--- src/rtl/truth_table_sweep.sv ---
// Truth-table sweeper: drives {x,y,z} through 0..7, holds each vector SETTLE_CYCLES+1 cycles, captures f.
// Optional compare against an expected table is enabled by defining TT_COMPARE_EN.
module truth_table_sweep #(
    parameter int SETTLE_CYCLES = 1
) (
    input  logic       clk,
    input  logic       rst,
    input  logic       start,
    input  logic       f,
    output logic       x,
    output logic       y,
    output logic       z,
    output logic       busy,
    output logic       done,
`ifdef TT_COMPARE_EN
    input  logic [7:0] expected,
    output logic       mismatch,
`endif
    output logic [7:0] truth_table
);

    typedef enum logic [1:0] {IDLE, SWEEP, DONE} state_t;

    localparam logic [3:0] SETTLE_LAST = 4'(SETTLE_CYCLES);

    state_t     state;
    logic [2:0] index;
    logic [3:0] settle;
    logic [7:0] table_next;

    // Table as it will look once the current vector's response is written.
    always_comb begin
        table_next        = truth_table;
        table_next[index] = f;
    end

    assign {x, y, z} = index;

    always_ff @(posedge clk) begin
        if (rst) begin
            state       <= IDLE;
            index       <= 3'd0;
            settle      <= 4'd0;
            busy        <= 1'b0;
            done        <= 1'b0;
            truth_table <= 8'h00;
`ifdef TT_COMPARE_EN
            mismatch    <= 1'b0;
`endif
        end else begin
            case (state)
                IDLE: begin
                    if (start) begin
                        state       <= SWEEP;
                        index       <= 3'd0;
                        settle      <= 4'd0;
                        busy        <= 1'b1;
                        truth_table <= 8'h00;
`ifdef TT_COMPARE_EN
                        mismatch    <= 1'b0;
`endif
                    end
                end
                SWEEP: begin
                    if (settle == SETTLE_LAST) begin
                        truth_table <= table_next;
                        settle      <= 4'd0;
                        if (index == 3'd7) begin
                            state    <= DONE;
                            busy     <= 1'b0;
                            done     <= 1'b1;
`ifdef TT_COMPARE_EN
                            mismatch <= (table_next != expected);
`endif
                        end else begin
                            index <= index + 3'd1;
                        end
                    end else begin
                        settle <= settle + 4'd1;
                    end
                end
                DONE: begin
                    // Index returns to 0 here so the drive vector is 000 throughout IDLE.
                    state <= IDLE;
                    done  <= 1'b0;
                    index <= 3'd0;
                end
                default: begin
                    state <= IDLE;
                    busy  <= 1'b0;
                    done  <= 1'b0;
                    index <= 3'd0;
                end
            endcase
        end
    end

endmodule

--- config.mk ---
export PLATFORM = sky130hd
export DESIGN_NAME = truth_table_sweep
export DESIGN_NICKNAME = d
export VERILOG_FILES = /design/src/rtl/truth_table_sweep.sv
export SDC_FILE = /design/constraint.sdc
export NUM_CORES = 1
export LEC_CHECK = 0
export ABC_AREA = 1
export CORE_ASPECT_RATIO = 1.25
export CORE_UTILIZATION = 49
export CTS_BUF_LIST = sky130_fd_sc_hd__clkbuf_4
export DETAILED_ROUTE_END_ITERATION = 12
export PLACE_DENSITY_LB_ADDON = 0.2
export SETUP_SLACK_MARGIN = 0.15
export SYNTH_ARGS = -nofsm -noshare
export SYNTH_HDL_FRONTEND = slang
export SYNTH_SLANG_ARGS = --single-unit
--- constraint.sdc ---
create_clock -name clk -period 1.28 [get_ports clk]
set_input_delay 0.128 -clock clk [delete_from_list [all_inputs] [get_ports clk]]
set_output_delay 0.128 -clock clk [all_outputs]
set_load 0.05 [all_outputs]
; ---- Yosys cells after proc, flatten, opt, wreduce, memory -nomap -nowiden
; Cells that the tools add are included.
; W data, S select, Z words.
[word_totals]
regBits = 19
latch_bits = 0
ramBits = 0
romBits = 0
in_bits = 4
output_inout_bits = 13
word_cells = 53
memories = 0
[op_classes]
add_sub_neg = 2
n_mul = 0
div = 0
magnitude_cmp = 2
eq_ne = 8
n_shift = 0
n_mux = 24
bitwise_logic = 2
n_reduce_logical = 9
[op_table]
columns = operator, n
row1 = $mux W8, 2
row2 = $pmux W8 S2, 1
row3 = $reduce_and A3 Y1, 4
row4 = $mux W3, 3
row5 = $bwmux W8, 1
row6 = $mux W4, 2
row7 = $ne A2 B2 Y1 const B, 4
row8 = $pmux W4 S2, 1
row9 = $mux W1, 6
row10 = $mux W2, 3
row11 = $pmux W3 S2, 1
row12 = $add A4 B1 Y4 const B, 1
row13 = $eq A4 B1 Y1 const B, 1
row14 = $lt A3 B4 Y1 const B, 1
row15 = $pmux W2 S2, 1
row16 = $reduce_and A4 Y1, 1
row17 = $add A3 B1 Y3 const B, 1
row18 = $demux W1 S3, 1
row19 = $eq A3 B3 Y1 const B, 1
row20 = $ge A3 B1 Y1 const B, 1
row21 = $pmux W1 S3, 1
row22 = $eq A2 B1 Y1 const B, 1
row23 = $eq A2 B2 Y1 const B, 1
row24 = $logic_not A2 Y1, 1
row25 = 5 further kinds, 6

; ---- Longest topological paths before layout
; Gate-level depths: netlist of run 1.
[logic_depth]
word_depth = 7
mapped_depth = 9

; ---- Worst setup path after synthesis of run 1
; No wires, ideal clock.
[synth_path]
path_type = register to register
from = register index[0]
to = register busy
setup_time_ns = 0.132
t_arrival_ns = 1.569
t_required_ns = 1.148
path_slack_ns = -0.421
stages_incl_launch_ff = 10
path_buffers = 0
period_less_slack_ns = 1.701
cell_sequence = dfxtp_1 -> ha_1 -> ha_1 -> inv_1 -> nand3_1 -> nand2_1 -> inv_1 -> nand3_1 -> nand2_1 -> a21oi_1
[synth_via]
elab_chain_len = 3
[synth_rtl]
columns = item, line
row1 = "start, declared", 27  ; logic [2:0] index;
row2 = "start signal, assigned", 76  ; index <= index + 3'd1;
row3 = $eq A3 B3 Y1, 68  ; if (index == 3'd7) begin
row4 = $ne A2 B2 Y1 (no source line), --
row5 = $reduce_and A4 Y1 (no source line), --
row6 = "end signal, assigned", 57  ; busy <= 1'b1;
row7 = "end signal, assigned", 70  ; busy <= 1'b0;
row8 = "end signal, assigned", 90  ; busy <= 1'b0;
row9 = "end, declared", 13  ; output logic busy,
; Every way passes these cells.
; A chain may end at the register's enable or synchronous reset.

; ---- Final worst setup path of run 1
; Same ends and word-level chain as after synthesis.

==> summary.md, run 1 <==
| Metric | Value |
|---|---|
| WP data required | 1.55 ns |
| Die span in y | between 50 and 60 um |
| CTS Buf Count | 3 |
| Mux share of post-synthesis cell area | 0 |
| Syn_area_per_cell | roughly 7.3 um^2 |
| CP endpoint kind | flip-flop |
| # rows | 18 |
| Peak VDD IR | a little over 0.9 mV |
| Synth Area in Adders | 0.04640 |
| Layout cells sized above 1 | 0.4489 |
| Endpoints failing hold | 0 |
| Synth Area in Compound Gates | 0.09977 |
| CTS tree | done |
| Slew at the pin closest to its max-slew limit | 0.2647 ns |
| Die span in x | ~44 um |
| Drt drc | 0 |
| Crit path from | index[0] |
| Sequential-to-total area share from yosys stat | 0.3527 |
| RSZ-0062 raised after global routing | true |
| WS Path Type | reg -> reg |
| Pwr/cell area | 903.2 mW/mm^2 |
| CP Max Fanout | 5 |
| Number of I/O port buffers | 16 |
| Initial DRT Pass Iterations | 6 |
| Largest family of logic cells by synthesized area | simple AND/OR/NAND/NOR gates |
| Grt ovf | 0 |
| Fin. max-slew vios | 0 |
| Initial Utilization | 0.5321 |
| Diodes inserted | 0 |
| Vias/cell | 5.974 |
| Initial DRC count | 40 |
| Final Skew | 0.008043 ns |
| Commonest non-fill, non-tap cells in the layout | nand2_1 (25), inv_1 (15), buf_12 (14), nand3_1 (13), dfxtp_1 (12) |
| Yosys reg bits | 19 |
| FMAX | slightly below 0.8 GHz |
| Final-report setup violation count | 0 |
| HP Class | reg -> reg |
| Cts hold-fix bufs | 0 |
| Area delta synth->final | 62.07% |
| DR WL/cell | roughly 17 um |
| Mapped cell area | 0.001079 mm^2 |
| Clk sinks | 19 |
| WL final | ~3.4 mm |
| Clock slew at reported path FFs | around 0.12 ns |
| Die ar. | 0.002394 mm^2 |
| Top-Level Pins | 17 |
| Max Cap Violations | 0 |
| Post-synthesis cell count | about 150 |
| Commonest non-fill, non-tap cell in the layout | nand2_1 |
| Leakage | 0.7189 nW |
| Synth unique cells | 21 |
| Max Root-Sink Buffers | 2 |
| GR Util All Layers | 0.2259 |
| Number of global-route vias before repair | 914 |
| Hold WS | 0.5059 ns |
| Antenna violations before repair | 0 |
| H-tree Lvls | 1 |
| Nets | 185 |
| CTS root buf | clkbuf_4 |
| Status | finished, final reports clean |
| Tcrit/Tclk final | 0.9866 |
| Final worst slack | 0.01714 ns |
| Simple-gate share of the synthesized area | 0.3643 |
| Synth Area in XOR/XNOR | 0.01624 |
| Setup crit start kind | flip-flop |
| HP Start | settle[0] |
| Syn nets | 156 |
| Crit path DAT | 1.54 ns |
| Final GP Congestion | 0.8216 |
| Yosys Warn Count | 0 |
| Core Area | 0.002027 mm^2 |
| R2R Path Start | index[0] |
| Final ANT Viol Nets | 0 |
| Dpl ws | -0.03296 ns |
| First-pass GRT wire length | 3.919 mm |
| Post-detail-place hpwl | 1.707 mm |
| Final Util | 0.8623 |
| Clock Latency Late Sink | 0.33 ns |
| Max-slew headroom | 0.8224 |
| Pin count of the biggest net entering global routing | 20 |
| DR vias | 1,171 |
| Crit path time final | 1.263 ns |
-- critical path: stages, from the launching register on --
cell,delay (ns)
dfxtp_4,0.38
ha_4,0.16
ha_4,0.17
inv_2,0.06
nand3_4,0.10
nand2_2,0.08
inv_2,0.04
nand3_2,0.06
nand2_1,0.06
a21oi_2,0.11
-- worst paths after layout --
| path | endpoint | slack [ns] | cells after the start |
|---|---|---|---|
| max reg2reg | busy | 0.02 | 9 |
| min reg2reg | settle[0] | 0.51 | 1 |
| max | busy | 0.02 | 9 |
| min | settle[0] | 0.51 | 1 |
-- registers in the layout, indices dropped and copies added (netlist names) --
name	count
state	2
truth_table	8
done	1
settle	4
index	3
busy	1
-- power breakdown --
group,switching [mW],leakage [nW],internal (mW)
Clock,0.216,0.0177,0.118
Sequential,0.0288,0.159,0.608
Combinational,0.381,0.542,0.228
Total,0.625,0.719,0.953
-- synth_stat cells --
cell type	number	share of area
nand3b_1	1	0.0070
nor2_1	8	0.028
dfxtp_1	19	0.35
clkbuf_1	1	0.0035
o21ai_1	2	0.0093
nand4_1	8	0.046
buf_6	1	0.010
o21ai_0	4	0.019
xor2_1	2	0.016
nor2_8	1	0.019
clkbuf_8	1	0.013
nor2_2	1	0.0058
buf_8	1	0.014
inv_2	1	0.0035
nand2_1	30	0.10
a21oi_1	13	0.060
inv_1	22	0.077
o22ai_2	1	0.012
ha_1	4	0.046
nand2_4	5	0.052
nand3_1	22	0.10
-- layer usage --
| metal | up-vias | GRT usage | part of all wire |
|---|---|---|---|
| li1 | 556 | - | - |
| met1 | 551 | 0.2520 | 0.39 |
| met2 | 51 | 0.4328 | 0.54 |
| met3 | 13 | 0.02640 | 0.034 |
| met4 | 0 | 0.09091 | 0.031 |
| met5 | - | 0 | 0 |
-- cell type report --
class | count | area, um^2
sequential | 19 | 404.1
tap | 20 | 25.02
inverter | 23 | 93.84
clock buffer | 3 | 22.52
fill | 97 | 279.0
multi-input combinational | 106 | 834.6
timing repair buffer | 24 | 362.8
clock inverter | 1 | 5.005
-- stage by stage --
stage / instance area, um^2 / std cells / setup TNS (ns) / total power [mW]
after floorplan: 1160 / 148 / 0 / 0.9577
after global placement: 1461 / 184 / 0 / 1.032
after detailed placement: 1461 / 184 / -0.05093 / 1.047
after CTS: 1529 / 190 / 0 / 1.376
after global routing: 1748 / 196 / -0.1379 / 1.637
final: 1748 / 196 / 0 / 1.579
-- kinds of logic (layout without fill, tap and decap cells) --
| group | after synthesis | after routing |
|---|---|---|
| DFF | 19 | 19 |
| and+or+nand+nor | 76 | 80 |
| adders and majority gates | 4 | 4 |
| xor gates and xnor gates | 2 | 2 |
| buffers and inverters | 27 | 51 |
| AOI/OAI and AO/OA | 20 | 20 |
-- repair_timing --
item                       4_1_cts  5_1_grt
pin swaps                        8       12
gates cloned                     0        4
gates resized for setup          9       35
buffers inserted                 2        2
setup endpoints to repair       17       18
Power figures use the tool's default switching activity.
==> run 2: changes to the inputs <==
==> constraint.sdc (replaced) <==
create_clock -name clk -period 1.28 [get_ports clk]
set_input_delay 0.192 -clock clk [delete_from_list [all_inputs] [get_ports clk]]
set_output_delay 0.192 -clock clk [all_outputs]
set_load 0.05 [all_outputs]
==> run 2 against run 1 <==
- routed wire length fell by 26%
- register-to-register slack gained 0.03 ns
- final area shrank 7.5%
- sequential power hardly changed
- die area stayed put
- critical endpoint unchanged
- combinational power down 22%
- hold slack worse by 0.0061 ns
- global-route usage down 0.85 points
==> summary.md, run 2 (same netlist as run 1, synthesis figures left out) <==
| Metric | Value |
|---|---|
| Peak VDD IR | 1.044 mV (was 0.9201 mV) |
| Crit path DAT | 1.50 ns (was 1.54 ns) |
| Layout cells sized above 1 | 0.3750 (was 0.4489) |
| Area delta synth->final | 49.88% (was 62.07%) |
| WP data required | 1.54 ns (was 1.55 ns) |
| Commonest non-fill, non-tap cell in the layout | nand2_1 (unchanged) |
| Setup crit start kind | flip-flop (unchanged) |
| Crit path time final | 1.236 ns (was 1.263 ns) |
| CP Max Fanout | 5 (unchanged) |
| Pin count of the biggest net entering global routing | 20 (unchanged) |
| Metal2 WL | 1.323 mm (was 1.841 mm) |
| Die ar. | 0.002394 mm^2 (unchanged) |
| Design area | 0.001617 mm^2 (was 0.001748 mm^2) |
| Post-detail-place hpwl | 1.697 mm (was 1.707 mm) |
| Core Area | 0.002027 mm^2 (unchanged) |
| FMAX | 0.8090 GHz (was 0.7919 GHz) |
| DR vias | 1,073 (was 1,171) |
| Initial Utilization | 0.5321 (unchanged) |
| Tcrit/Tclk final | 0.9656 (was 0.9866) |
| Dpl cells | 185 (was 184) |
| HP Class | reg -> reg (unchanged) |
| Clk sinks | 19 (unchanged) |
| Number of I/O port buffers | 16 (unchanged) |
| Commonest non-fill, non-tap cells in the layout | nand2_1 (27), nand3_1 (19), inv_1 (15), buf_12 (13) (was nand2_1 (25), inv_1 (15), buf_12 (14), nand3_1 (13), dfxtp_1 (12)) |
| Leakage | 0.6929 nW (was 0.7189 nW) |
| H-tree Lvls | 1 (unchanged) |
| CTS tree | done (unchanged) |
| Drt drc | 0 (unchanged) |
| Max-slew headroom | 0.8685 (was 0.8224) |
| WL final | 2.522 mm (was 3.395 mm) |
| Nets | 185 (unchanged) |
| CP endpoint kind | flip-flop (unchanged) |
| First-pass GRT wire length | 3.877 mm (was 3.919 mm) |
| Top reg by flops | truth_table (unchanged) |
| # rows | 18 (unchanged) |
| Diodes inserted | 0 (unchanged) |
| Hold WS | 0.4997 ns (was 0.5059 ns) |
| CTS root buf | clkbuf_4 (unchanged) |
| Die span in y | 54.46 um (unchanged) |
| Final ANT Viol Nets | 0 (unchanged) |
| GR Util All Layers | 0.2175 (was 0.2259) |
| Clock slew at reported path FFs | 0.11 ns (was 0.12 ns) |
| Non-Filler Instances | 196 (unchanged) |
| Status | finished, final reports clean (unchanged) |
| Max Root-Sink Buffers | 2 (unchanged) |
| Met3 WL | 89 um (was 114 um) |
| Pwr/cell area | 886.1 mW/mm^2 (was 903.2 mW/mm^2) |
| Final-report setup violation count | 0 (unchanged) |
| Final GP Congestion | 0.7760 (was 0.8216) |
| Fin. max-slew vios | 0 (unchanged) |
| Initial DRT Pass Iterations | 7 (was 6) |
| Grt ovf | 0 (unchanged) |
| Endpoints failing hold | 0 (unchanged) |
| R2r setup slk | 0.04 ns (was 0.02 ns) |
| Top Metal Used | met4 (unchanged) |
| WS Path Type | reg -> reg (unchanged) |
| Wl on met1 | 1.060 mm (was 1.334 mm) |
| CTS Buf Count | 3 (unchanged) |
| Antenna violations before repair | 0 (unchanged) |
| Final Skew | 0.006859 ns (was 0.008043 ns) |
| Largest register FFs | 8 (unchanged) |
| DR WL/cell | 12.87 um (was 17.32 um) |
| Dpl cell area | 0.001469 mm^2 (was 0.001461 mm^2) |
| Vias/cell | 5.474 (was 5.974) |
| Die span in x | 43.96 um (unchanged) |
| Top-Level Pins | 17 (unchanged) |
| Slew at the pin closest to its max-slew limit | 0.1970 ns (was 0.2647 ns) |
| Total power | 1.432 mW (was 1.579 mW) |
| Clock Latency Late Sink | 0.32 ns (was 0.33 ns) |
| Max Cap Violations | 0 (unchanged) |
| Number of global-route vias before repair | 954 (was 914) |
| Initial DRC count | 23 (was 40) |
| RSZ-0062 raised after global routing | true (unchanged) |
| Regs by FF count | truth_table: 8 flops, settle: 4 flops, index: 3 flops (unchanged) |
| Setup TNS Final | 0 ns (unchanged) |
[run 2: cell count changes in the layout (fill, tap and decap cells not counted), moves of 2 or more]
cell,before,now
o21ai_2,2,0
buf_6,0,3
a21oi_1,7,11
nand3_1,13,19
nand3_2,7,2
buf_4,7,9
nand2_2,4,2
a21oi_2,6,2
nand2_1,25,27
nand2_8,7,2
o21ai_1,2,5
dfxtp_2,1,3
[run 2: final cells by class]
| class | instances | area (um^2) |
|---|---|---|
| repair buffers | 28 | 391.6 |
| fillers | 126 | 410.4 |
| inverters | 23 | 93.84 |
| well taps | 20 | 25.02 |
| clock inverters | 1 | 5.005 |
| flip-flops and latches | 19 | 402.9 |
| clock buffers | 3 | 22.52 |
| multi-input cells | 102 | 675.6 |
[run 2: what timing repair did]
| item | 4_1_cts | 5_1_grt |
|---|---|---|
| pin swaps | 6 | 12 |
| hold buffers | 0 | 0 |
| setup buffers | 1 | 6 |
| resized for setup | 10 | 14 |
| endpoints found under the setup margin | 19 | 20 |
[run 2: path summary, 6_finish.rpt]
| check | from | endpoint | cells past startpoint |
|---|---|---|---|
| hold / removal | settle[3] | settle[3] | 2 |
| hold reg to reg | settle[3] | settle[3] | 2 |
| setup / recovery | index[0] | busy | 9 |
| setup reg to reg | index[0] | busy | 9 |
[run 2: critical path, cell delays in order, from the launching register on]
cell,delay (ns)
dfxtp_4,0.37
ha_4,0.16
ha_4,0.16
inv_2,0.06
nand3_4,0.09
nand2_2,0.07
inv_1,0.04
nand3_1,0.07
nand2_1,0.05
a21oi_1,0.11
[run 2: routing by layer]
layer  GRT usage  vias to the layer above
li1            -                      543
met1      0.2275                      499
met2      0.4229                       26
met3     0.02640                        5
met4      0.1111                        0
met5           0                        -
[run 2: report_power, final]
group | switching (mW) | total, mW | leakage, nW | internal (mW)
Clock | 0.204 | 0.321 | 0.0177 | 0.117
Sequential | 0.0291 | 0.637 | 0.159 | 0.608
Combinational | 0.278 | 0.474 | 0.516 | 0.196
Total | 0.511 | 1.43 | 0.693 | 0.921
[run 2: through the flow]
| step | utilization | setup slack (ns) |
|---|---|---|
| after global placement | 0.7247 | -0.03176 |
| after detailed placement | 0.7247 | -0.07280 |
| after global routing | 0.7975 | -0.05207 |
| after CTS | 0.7605 | 0.05508 |
| after floorplan | - | 0.01232 |
| final | 0.7975 | 0.04397 |
==> run 3: changes to the inputs <==
- GPL_TIMING_DRIVEN: unset -> 0
==> run 3 against run 2 <==
- the run now ends with design-rule violations left
- sequential share of layout area is essentially flat
- flip-flop and latch count is the same
- global-route usage grew 1.9 points
- die area is the same
- via count grew 16%
- hold slack lost 0.035 ns
- clock-buffer cell count is the same
- critical endpoint unchanged
- worst setup slack lost 0.011 ns
- critical path type unchanged
- clock power grew 2%
- non-clock buffer count grew 8
- routed wire length grew 30%
==> summary.md, run 3 (same netlist as run 1, synthesis figures left out) <==
| Metric | Value |
|---|---|
| CTS Buf Count | 3 (unchanged) |
| DR WL/cell | 16.08 um (was 12.87 um) |
| Endpoints failing hold | 0 (unchanged) |
| Worst path bufs/invs | 2 (unchanged) |
| CP endpoint kind | flip-flop (unchanged) |
| FILL cells | 120 (was 126) |
| Dpl cells | 184 (was 185) |
| Crit path max-delay cell type | dfxtp_4 (unchanged) |
| Number of I/O port buffers | 16 (unchanged) |
| Tcrit/Tclk final | 0.9745 (was 0.9656) |
| NetSw | 0.5869 mW (was 0.5113 mW) |
| Initial Utilization | 0.5321 (unchanged) |
| Most used cell, CP | ha_4 (unchanged) |
| Initial DRC count | 62 (was 23) |
| WP data required | 1.53 ns (was 1.54 ns) |
| DR vias | 1,246 (was 1,073) |
| Commonest non-fill, non-tap cell in the layout | nand2_1 (unchanged) |
| Seq pwr share | 0.399 (was 0.445) |
| Die ar. | 0.002394 mm^2 (unchanged) |
| Fin. max-slew vios | 0 (unchanged) |
| Max-slew headroom | 0.8297 (was 0.8685) |
| Final Util | 0.8019 (was 0.7975) |
| Max Cap Violations | 0 (unchanged) |
| Clk sinks | 19 (unchanged) |
| Post-detail-place hpwl | 1.626 mm (was 1.697 mm) |
| Regs by FF count | truth_table: 8 flops, settle: 4 flops, index: 3 flops (unchanged) |
| FMAX | 0.8017 GHz (was 0.8090 GHz) |
| RSZ-0062 raised after global routing | true (unchanged) |
| Sw Ratio | 0.3671 (was 0.3569) |
| Final Skew | 0.006238 ns (was 0.006859 ns) |
| Leakage | 0.7407 nW (was 0.6929 nW) |
| Peak VDD IR | 0.9948 mV (was 1.044 mV) |
| GR Util All Layers | 0.2363 (was 0.2175) |
| Pin count of the biggest net entering global routing | 12 (was 20) |
| Final GP Congestion | 0.8697 (was 0.7760) |
| Pint | 1.012 mW (was 0.9211 mW) |
| Nets | 193 (was 185) |
| CTS root buf | clkbuf_4 (unchanged) |
| Status | complete, but fails checks (was finished, final reports clean) |
| Commonest non-fill, non-tap cells in the layout | nand2_1 (25), inv_1 (16), nand3_1 (14), a21oi_1 (13) (was nand2_1 (27), nand3_1 (19), inv_1 (15), buf_12 (13)) |
| Crit-path leading delay family | flip-flops (unchanged) |
| Top reg by flops | truth_table (unchanged) |
| Antenna violations before repair | 0 (unchanged) |
| Clock slew at reported path FFs | 0.12 ns (was 0.11 ns) |
| H-tree Lvls | 1 (unchanged) |
| Final ANT Viol Nets | 0 (unchanged) |
| Die span in x | 43.96 um (unchanged) |
| Layout cells sized above 1 | 0.4293 (was 0.3750) |
| WS Path Type | reg -> reg (unchanged) |
| Crit path time final | 1.247 ns (was 1.236 ns) |
| First-pass GRT wire length | 4.257 mm (was 3.877 mm) |
| Largest register FFs | 8 (unchanged) |
| Die span in y | 54.46 um (unchanged) |
| Diodes inserted | 0 (unchanged) |
| Crit-path cells | ha_4 -> ha_4 -> inv_2 -> nand3_4 -> nand2_2 -> inv_1 -> nand3_1 -> nand2_1 -> a21oi_1 (unchanged) |
| # rows | 18 (unchanged) |
| Drt drc | 2 (was 0) |
| CTS tree | done (unchanged) |
| Vias/cell | 6.108 (was 5.474) |
| Slew at the pin closest to its max-slew limit | 0.2546 ns (was 0.1970 ns) |
| Non-Filler Instances | 204 (was 196) |
| Initial DRT Pass Iterations | 10 (was 7) |
| Pwr/cell area | 983.5 mW/mm^2 (was 886.1 mW/mm^2) |
| Crit path DAT | 1.50 ns (about the same) |
| HP Class | reg -> reg (unchanged) |
| Max Root-Sink Buffers | 2 (unchanged) |
| Clock power frac | 0.205 (was 0.224) |
| WL final | 3.280 mm (was 2.522 mm) |
| CP Max Fanout | 5 (unchanged) |
| Clock Latency Late Sink | 0.31 ns (was 0.32 ns) |
| Core Area | 0.002027 mm^2 (unchanged) |
| Logic pwr share | 0.396 (was 0.331) |
| Grt ovf | 0 (unchanged) |
| CP max stage delay | 0.38 ns (was 0.37 ns) |
| Area delta synth->final | 50.70% (was 49.88%) |
| Top-Level Pins | 17 (unchanged) |
| Failing checks | design-rule violations |
| Number of global-route vias before repair | 1,040 (was 954) |
| Cts hold-fix bufs | 0 (unchanged) |
| Final-report setup violation count | 0 (unchanged) |
| Setup crit start kind | flip-flop (unchanged) |
-- run 3: cell count changes in the layout (fill, tap and decap cells not counted), sizes merged --
cell    before  now
clkbuf       3    9
buf         25   27
-- run 3: metal layers --
layer / routed length, um / GRT usage / vias to the layer above
li1: - / - / 562
met5: 0 / 0 / -
met2: 1729 / 0.4677 / 73
met1: 1241 / 0.2580 / 597
met4: 76 / 0.09091 / 0
met3: 232 / 0.01980 / 14
-- run 3: final timing paths --
check                      start              to  slack [ns]  depth (start not counted)
setup / recovery        index[0]            busy        0.03                          9
hold reg to reg   truth_table[4]  truth_table[4]        0.46                          2
setup reg to reg        index[0]            busy        0.03                          9
hold / removal    truth_table[4]  truth_table[4]        0.46                          2
-- run 3: per-stage QoR --
step / setup slack (ns) / power (mW) / area, um^2 / hold slack (ns) / TNS (ns)
floorplan: 0.01232 / 0.9577 / 1160 / 0.2611 / 0
global placement: -0.1526 / 1.035 / 1345 / 0.4479 / -2.085
detailed placement: -0.1697 / 1.043 / 1345 / 0.4522 / -2.419
CTS: 0.06075 / 1.462 / 1490 / 0.4660 / 0
global route: -0.06402 / 1.660 / 1625 / 0.4842 / -0.07610
finish: 0.03267 / 1.599 / 1625 / 0.4643 / 0
-- run 3: worst register-to-register path, stage by stage (launching register included) --
cell and delay, ns:
dfxtp_4 0.38, ha_4 0.16, ha_4 0.17, inv_2 0.06, nand3_4 0.09, nand2_2 0.08, inv_1 0.04, nand3_1 0.06
nand2_1 0.05, a21oi_1 0.11
-- run 3: final cells by class --
| type | count | area (um^2) | share of cell area |
|---|---|---|---|
| sequential | 19 | 405.4 | 0.2494 |
| multi-input combinational | 102 | 710.7 | 0.4373 |
| clock inverter | 1 | 5.005 | 0.003079 |
| inverter | 23 | 101.3 | 0.06236 |
| tap | 20 | 25.02 | 0.01540 |
| timing repair buffer | 32 | 309.0 | 0.1901 |
| clock buffer | 3 | 22.52 | 0.01386 |
| buffer | 4 | 46.29 | 0.02848 |
-- run 3: power groups by stage --
| stage | clock, mW | combinational (mW) | sequential (mW) |
|---|---|---|---|
| finish | 0.328 | 0.633 | 0.638 |
| global placement | 0 | 0.380 | 0.655 |
| detailed placement | 0 | 0.387 | 0.656 |
| CTS | 0.316 | 0.514 | 0.632 |
| global route | 0.348 | 0.672 | 0.641 |
| floorplan | 0 | 0.273 | 0.685 |
-- run 3: what timing repair did --
item | in CTS | in global routing
gates resized for setup | 85 | 26
endpoints found under the setup margin | 27 | 26
buffers inserted | 11 | 1
cloned | 2 | 2
pin swaps | 13 | 20
